[src/rtl/rr_arb_sel8_pkg.sv]
// Shared constants for the eight-way round-robin arbiter slice.
// Source count and index width used by arbiter and selector.
package rr_arb_sel8_pkg;

    localparam int NUM_SRC = 8;
    localparam int SRC_W   = 3;

    typedef logic [SRC_W-1:0] src_t;

endpackage

[src/rtl/mux8.sv]
// Eight-way payload selector.
// Select codes 8..15 are never produced upstream; they return zero.
module mux8
    import rr_arb_sel8_pkg::*;
#(
    parameter int WIDTH = 32
) (
    input  logic [SRC_W:0]   sel,
    input  logic [WIDTH-1:0] d0,
    input  logic [WIDTH-1:0] d1,
    input  logic [WIDTH-1:0] d2,
    input  logic [WIDTH-1:0] d3,
    input  logic [WIDTH-1:0] d4,
    input  logic [WIDTH-1:0] d5,
    input  logic [WIDTH-1:0] d6,
    input  logic [WIDTH-1:0] d7,
    output logic [WIDTH-1:0] y
);

    // pick one source payload by select code
    always_comb begin
        y = '0;
        case (sel)
            4'd0:    y = d0;
            4'd1:    y = d1;
            4'd2:    y = d2;
            4'd3:    y = d3;
            4'd4:    y = d4;
            4'd5:    y = d5;
            4'd6:    y = d6;
            4'd7:    y = d7;
            default: y = '0;
        endcase
    end

endmodule

[src/rtl/rr_arb_sel8.sv]
// Eight-source round-robin arbiter with a registered output slot.
// Winner payload is captured through mux8 into a valid/ready slot.
module rr_arb_sel8
    import rr_arb_sel8_pkg::*;
#(
    parameter int WIDTH = 32
) (
    input  logic               clk,
    input  logic               rst,
    input  logic [NUM_SRC-1:0] req_valid,
    output logic [NUM_SRC-1:0] req_ready,
    input  logic [WIDTH-1:0]   d0,
    input  logic [WIDTH-1:0]   d1,
    input  logic [WIDTH-1:0]   d2,
    input  logic [WIDTH-1:0]   d3,
    input  logic [WIDTH-1:0]   d4,
    input  logic [WIDTH-1:0]   d5,
    input  logic [WIDTH-1:0]   d6,
    input  logic [WIDTH-1:0]   d7,
    output logic               out_valid,
    input  logic               out_ready,
    output logic [WIDTH-1:0]   out_data,
    output src_t               out_src
);

    src_t                      ptr;
    src_t                      w;
    logic                      any_req;
    logic                      load_en;
    logic                      accept;
    logic [2*NUM_SRC-1:0]      dbl;
    logic [2*NUM_SRC-1:0]      masked;
    logic [WIDTH-1:0]          mux_y;

    assign any_req = |req_valid;
    assign load_en = ~out_valid | out_ready;
    assign accept  = load_en & any_req;

    // Bits below ptr in the doubled vector are masked off, so the lowest
    // surviving bit is the first requester at or after ptr, circularly.
    assign dbl    = {req_valid, req_valid};
    assign masked = dbl & (16'hFFFF << ptr);

    // lowest set bit of the masked vector; its index mod 8 is the winner
    always_comb begin
        w = '0;
        for (int i = 2*NUM_SRC-1; i >= 0; i--) begin
            if (masked[i]) begin
                w = src_t'(i);
            end
        end
    end

    // one-hot grant only when the payload is captured this edge
    always_comb begin
        req_ready = '0;
        if (accept && !rst) begin
            req_ready = 8'b1 << w;
        end
    end

    mux8 #(
        .WIDTH (WIDTH)
    ) u_mux8 (
        .sel (4'({1'b0, w})),
        .d0  (d0),
        .d1  (d1),
        .d2  (d2),
        .d3  (d3),
        .d4  (d4),
        .d5  (d5),
        .d6  (d6),
        .d7  (d7),
        .y   (mux_y)
    );

    // output slot and pointer: refill, drain, or hold when stalled
    always_ff @(posedge clk) begin
        if (rst) begin
            out_valid <= 1'b0;
            out_data  <= '0;
            out_src   <= '0;
            ptr       <= '0;
        end else if (load_en) begin
            if (any_req) begin
                out_valid <= 1'b1;
                out_data  <= mux_y;
                out_src   <= w;
                ptr       <= w + 3'd1;
            end else begin
                out_valid <= 1'b0;
            end
        end
    end

endmodule
[config.mk]
export PLATFORM = sky130hd
export DESIGN_NAME = rr_arb_sel8
export DESIGN_NICKNAME = d
export VERILOG_FILES = /design/src/rtl/rr_arb_sel8_pkg.sv /design/src/rtl/mux8.sv /design/src/rtl/rr_arb_sel8.sv
export SDC_FILE = /design/constraint.sdc
export NUM_CORES = 1
export LEC_CHECK = 0
export BUFFER_PORTS_ARGS = -buffer_cell sky130_fd_sc_hd__buf_2
export CAP_MARGIN = 20
export CORE_MARGIN = 4
export CORE_UTILIZATION = 30
export DETAILED_ROUTE_END_ITERATION = 8
export GPL_ROUTABILITY_DRIVEN = 1
export SYNTH_ARGS = -nofsm -noshare
export SYNTH_HDL_FRONTEND = slang
export SYNTH_SLANG_ARGS = --single-unit
[constraint.sdc]
create_clock -name clk -period 3.69 [get_ports clk]
set_clock_uncertainty 0.05 [all_clocks]
set_input_delay 0.1845 -clock clk [delete_from_list [all_inputs] [get_ports clk]]
set_output_delay 0.1845 -clock clk [all_outputs]
set_load 0.005 [all_outputs]
==> results.cfg <==
[detailed_routing]
num_vias = 5293
routedWlPerCell_um = 18.9
drt-total-wl_um = 18000
ant_nets = 0
first_pass_iters = 6
drc = 0
routed_via_density = 5.57
drt_iter0_drc = 324

[floorplan]
rows = 41
fp.dieH_um = 122
initial_core_util_pct = 30.8
core_region_area_um2 = 12700
dieArea_um2 = 15000
die_width_um = 122
pin_count = 311

[sta]
min_period_over_period_pct = 89.8
clock.fmax_mhz = 302
grt_setup_unrepaired = no
slew_viol_final = 0
setup_violations = 0
worstMarginPinSlew_ps = 954
hold_viol = 0
slew_headroom_pct = 36.3
min_period_ps = 3310
fin_setup_tns_ps = 0

[global_route]
grt_pass1_wl_um = 26700
first_global_vias = 5211
grt_antenna_before_repair = 0
grt_max_degree = 67
grt_overflow = 0
globalRouteTotalUtil_pct = 22.2

[clocking]
root_buffer = clkbuf_16
clkSinkCount = 39
cts_buffers = 5
cts_tree = built
cts_setup_buffers = 0
ctsResizeCount = 0
clk_path_buf_depth = 2
path_clk_slew_ps = 60
ctsHoldBuffers = 0
htree_levels = 2
clock_latency_ps = 280

[placed_design]
numPortBuffers = 310
dp_hpwl_um = 13300
placed_area_um2 = 5610
routabilityCongestion = 0.867
place_inst = 943

[synth]
synth_cell_types = 39
synth_seq_cells = 39
synthesis.area_um2 = 3920
async_flop_share_pct = 0
synth_ff_type = dfxtp_1
synthCells = 503
synth_top_area_share_pct = 19.9
synth_nets = 775
synth_edf_count = 0
yosysSeqAreaShare_pct = 19.9
yosys.area.top_type = dfxtp_1
yosys_warnings = 0
synth_area_leaders = dfxtp_1 (20%), a22oi_1 (12%), mux2i_1 (8.4%), a311oi_1 (7.2%), nor2_1 (5.9%)
syn_avg_cell_area_um2 = 7.79

[critical_path]
critPathTopFamily = compound AO/OA/AOI/OAI gates
crit_type = reg2reg
end_kind = flop
path_cells = a311o_1 -> o311ai_0 -> nand2_1 -> inv_1 -> ha_1 -> ha_1 -> nor4_1 -> a21oi_1 -> a21oi_4 -> nor4_1
cp.arrival_ps = 3380
cpMaxStageDelayCell = a21oi_4
cp_max_fo = 32
cp-start-kind = flop
critical_path_buf_inv_count = 1
critPathRequiredTime_ps = 3760
slowest_delay_ps = 780

[cells_and_area]
fin_area_um2 = 5760
n_antenna_cell = 0
layout_common_cells = buf_2 (310), a22oi_1 (65), nor2_1 (62), dfxtp_1 (39), mux2i_1 (33)
final_common_cell = buf_2
fin_cells = 951
fin_nets = 1050
layout-drive-gt1-share_pct = 44.7
syn_to_final_growth_pct = 47.0

[power]
p_sw_share_pct = 45.4
power_density_nw_per_um2 = 589
p_total_uw = 3390
p_comb_share_pct = 63.4
ir_drop_mv = 0.401
leakagePower_uw = 0.00312
p_sw_uw = 1540
p_clk_share_pct = 13.4
p_int_uw = 1850
p_seq_share_pct = 23.2

[min_path]
holdCritPathClass = in2reg

[run_status]
status = completed

[job]
maxCapViolations = 0
cells by family (layout without fill, tap and decap cells):
| group | count (synthesis) | after routing | synth area share (%) |
|---|---|---|---|
| compound gates | 177 | 177 | 36.2 |
| simple gates | 163 | 163 | 22.4 |
| buf+inv | 73 | 349 | 7.76 |
| mux | 46 | 46 | 12.2 |
| flops | 39 | 39 | 19.9 |
| fa+ha+maj | 5 | 5 | 1.60 |
worst paths after layout:
kind | endpoint | start | cells after the start | slack, ps
hold reg to reg | out_src[1] | out_src[1] | 2 | 430
setup / recovery | out_data[15] | ptr[1] | 10 | 380
setup reg to reg | out_data[15] | ptr[1] | 10 | 380
hold / removal | out_src[2] | rst | 2 | 190
flip-flops by register name, summed over array words and instances, names as in the netlist:
register and cells:
ptr 3, out_src 3, out_valid 1, out_data 32
per-layer routing:
metal	GRT usage [%]	wire, um	vias up
li1	-	-	2532
met5	0	0	-
met4	5.81	346	0
met2	41.4	9030	282
met1	25.9	6960	2452
met3	4.42	1680	27
cell usage after synthesis (5+ instances only):
cell and n:
a22o_1 19, dfxtp_1 39, ha_1 5, a21oi_1 10
clkbuf_1 46, mux2i_1 33, and4_1 19, nor2b_1 6
nor3_1 15, nor4_1 22, nor2_1 62, a311oi_1 32
a222oi_1 13, mux2_2 12, a21o_1 21, a22oi_1 65
nand2_1 6, inv_1 19, nand2b_1 22
metrics by stage:
step / worst slack, ps / util (%) / hold slack [ps]
after global placement: 349 / 44.1 / 414
after global routing: 104 / 45.3 / 210
after CTS: 335 / 45.3 / 192
after floorplan: 272 / - / 350
after detailed placement: 306 / 44.1 / 425
final: 376 / 45.3 / 192
final cells by class:
class | instances | area, um2
inverter | 19 | 71.3
multi-input combinational | 391 | 2880
tap | 172 | 215
fill | 1298 | 6960
timing repair buffer | 322 | 1650
clock buffer | 8 | 156
sequential | 39 | 781
power groups by stage:
stage | sequential (uW) | clock [uW] | combinational [uW]
after floorplan | 758 | 0 | 1400
after global placement | 783 | 0 | 2120
after detailed placement | 792 | 0 | 2160
after CTS | 786 | 466 | 2170
after global routing | 813 | 484 | 2370
final | 786 | 455 | 2150
Power figures use the tool's default switching activity.
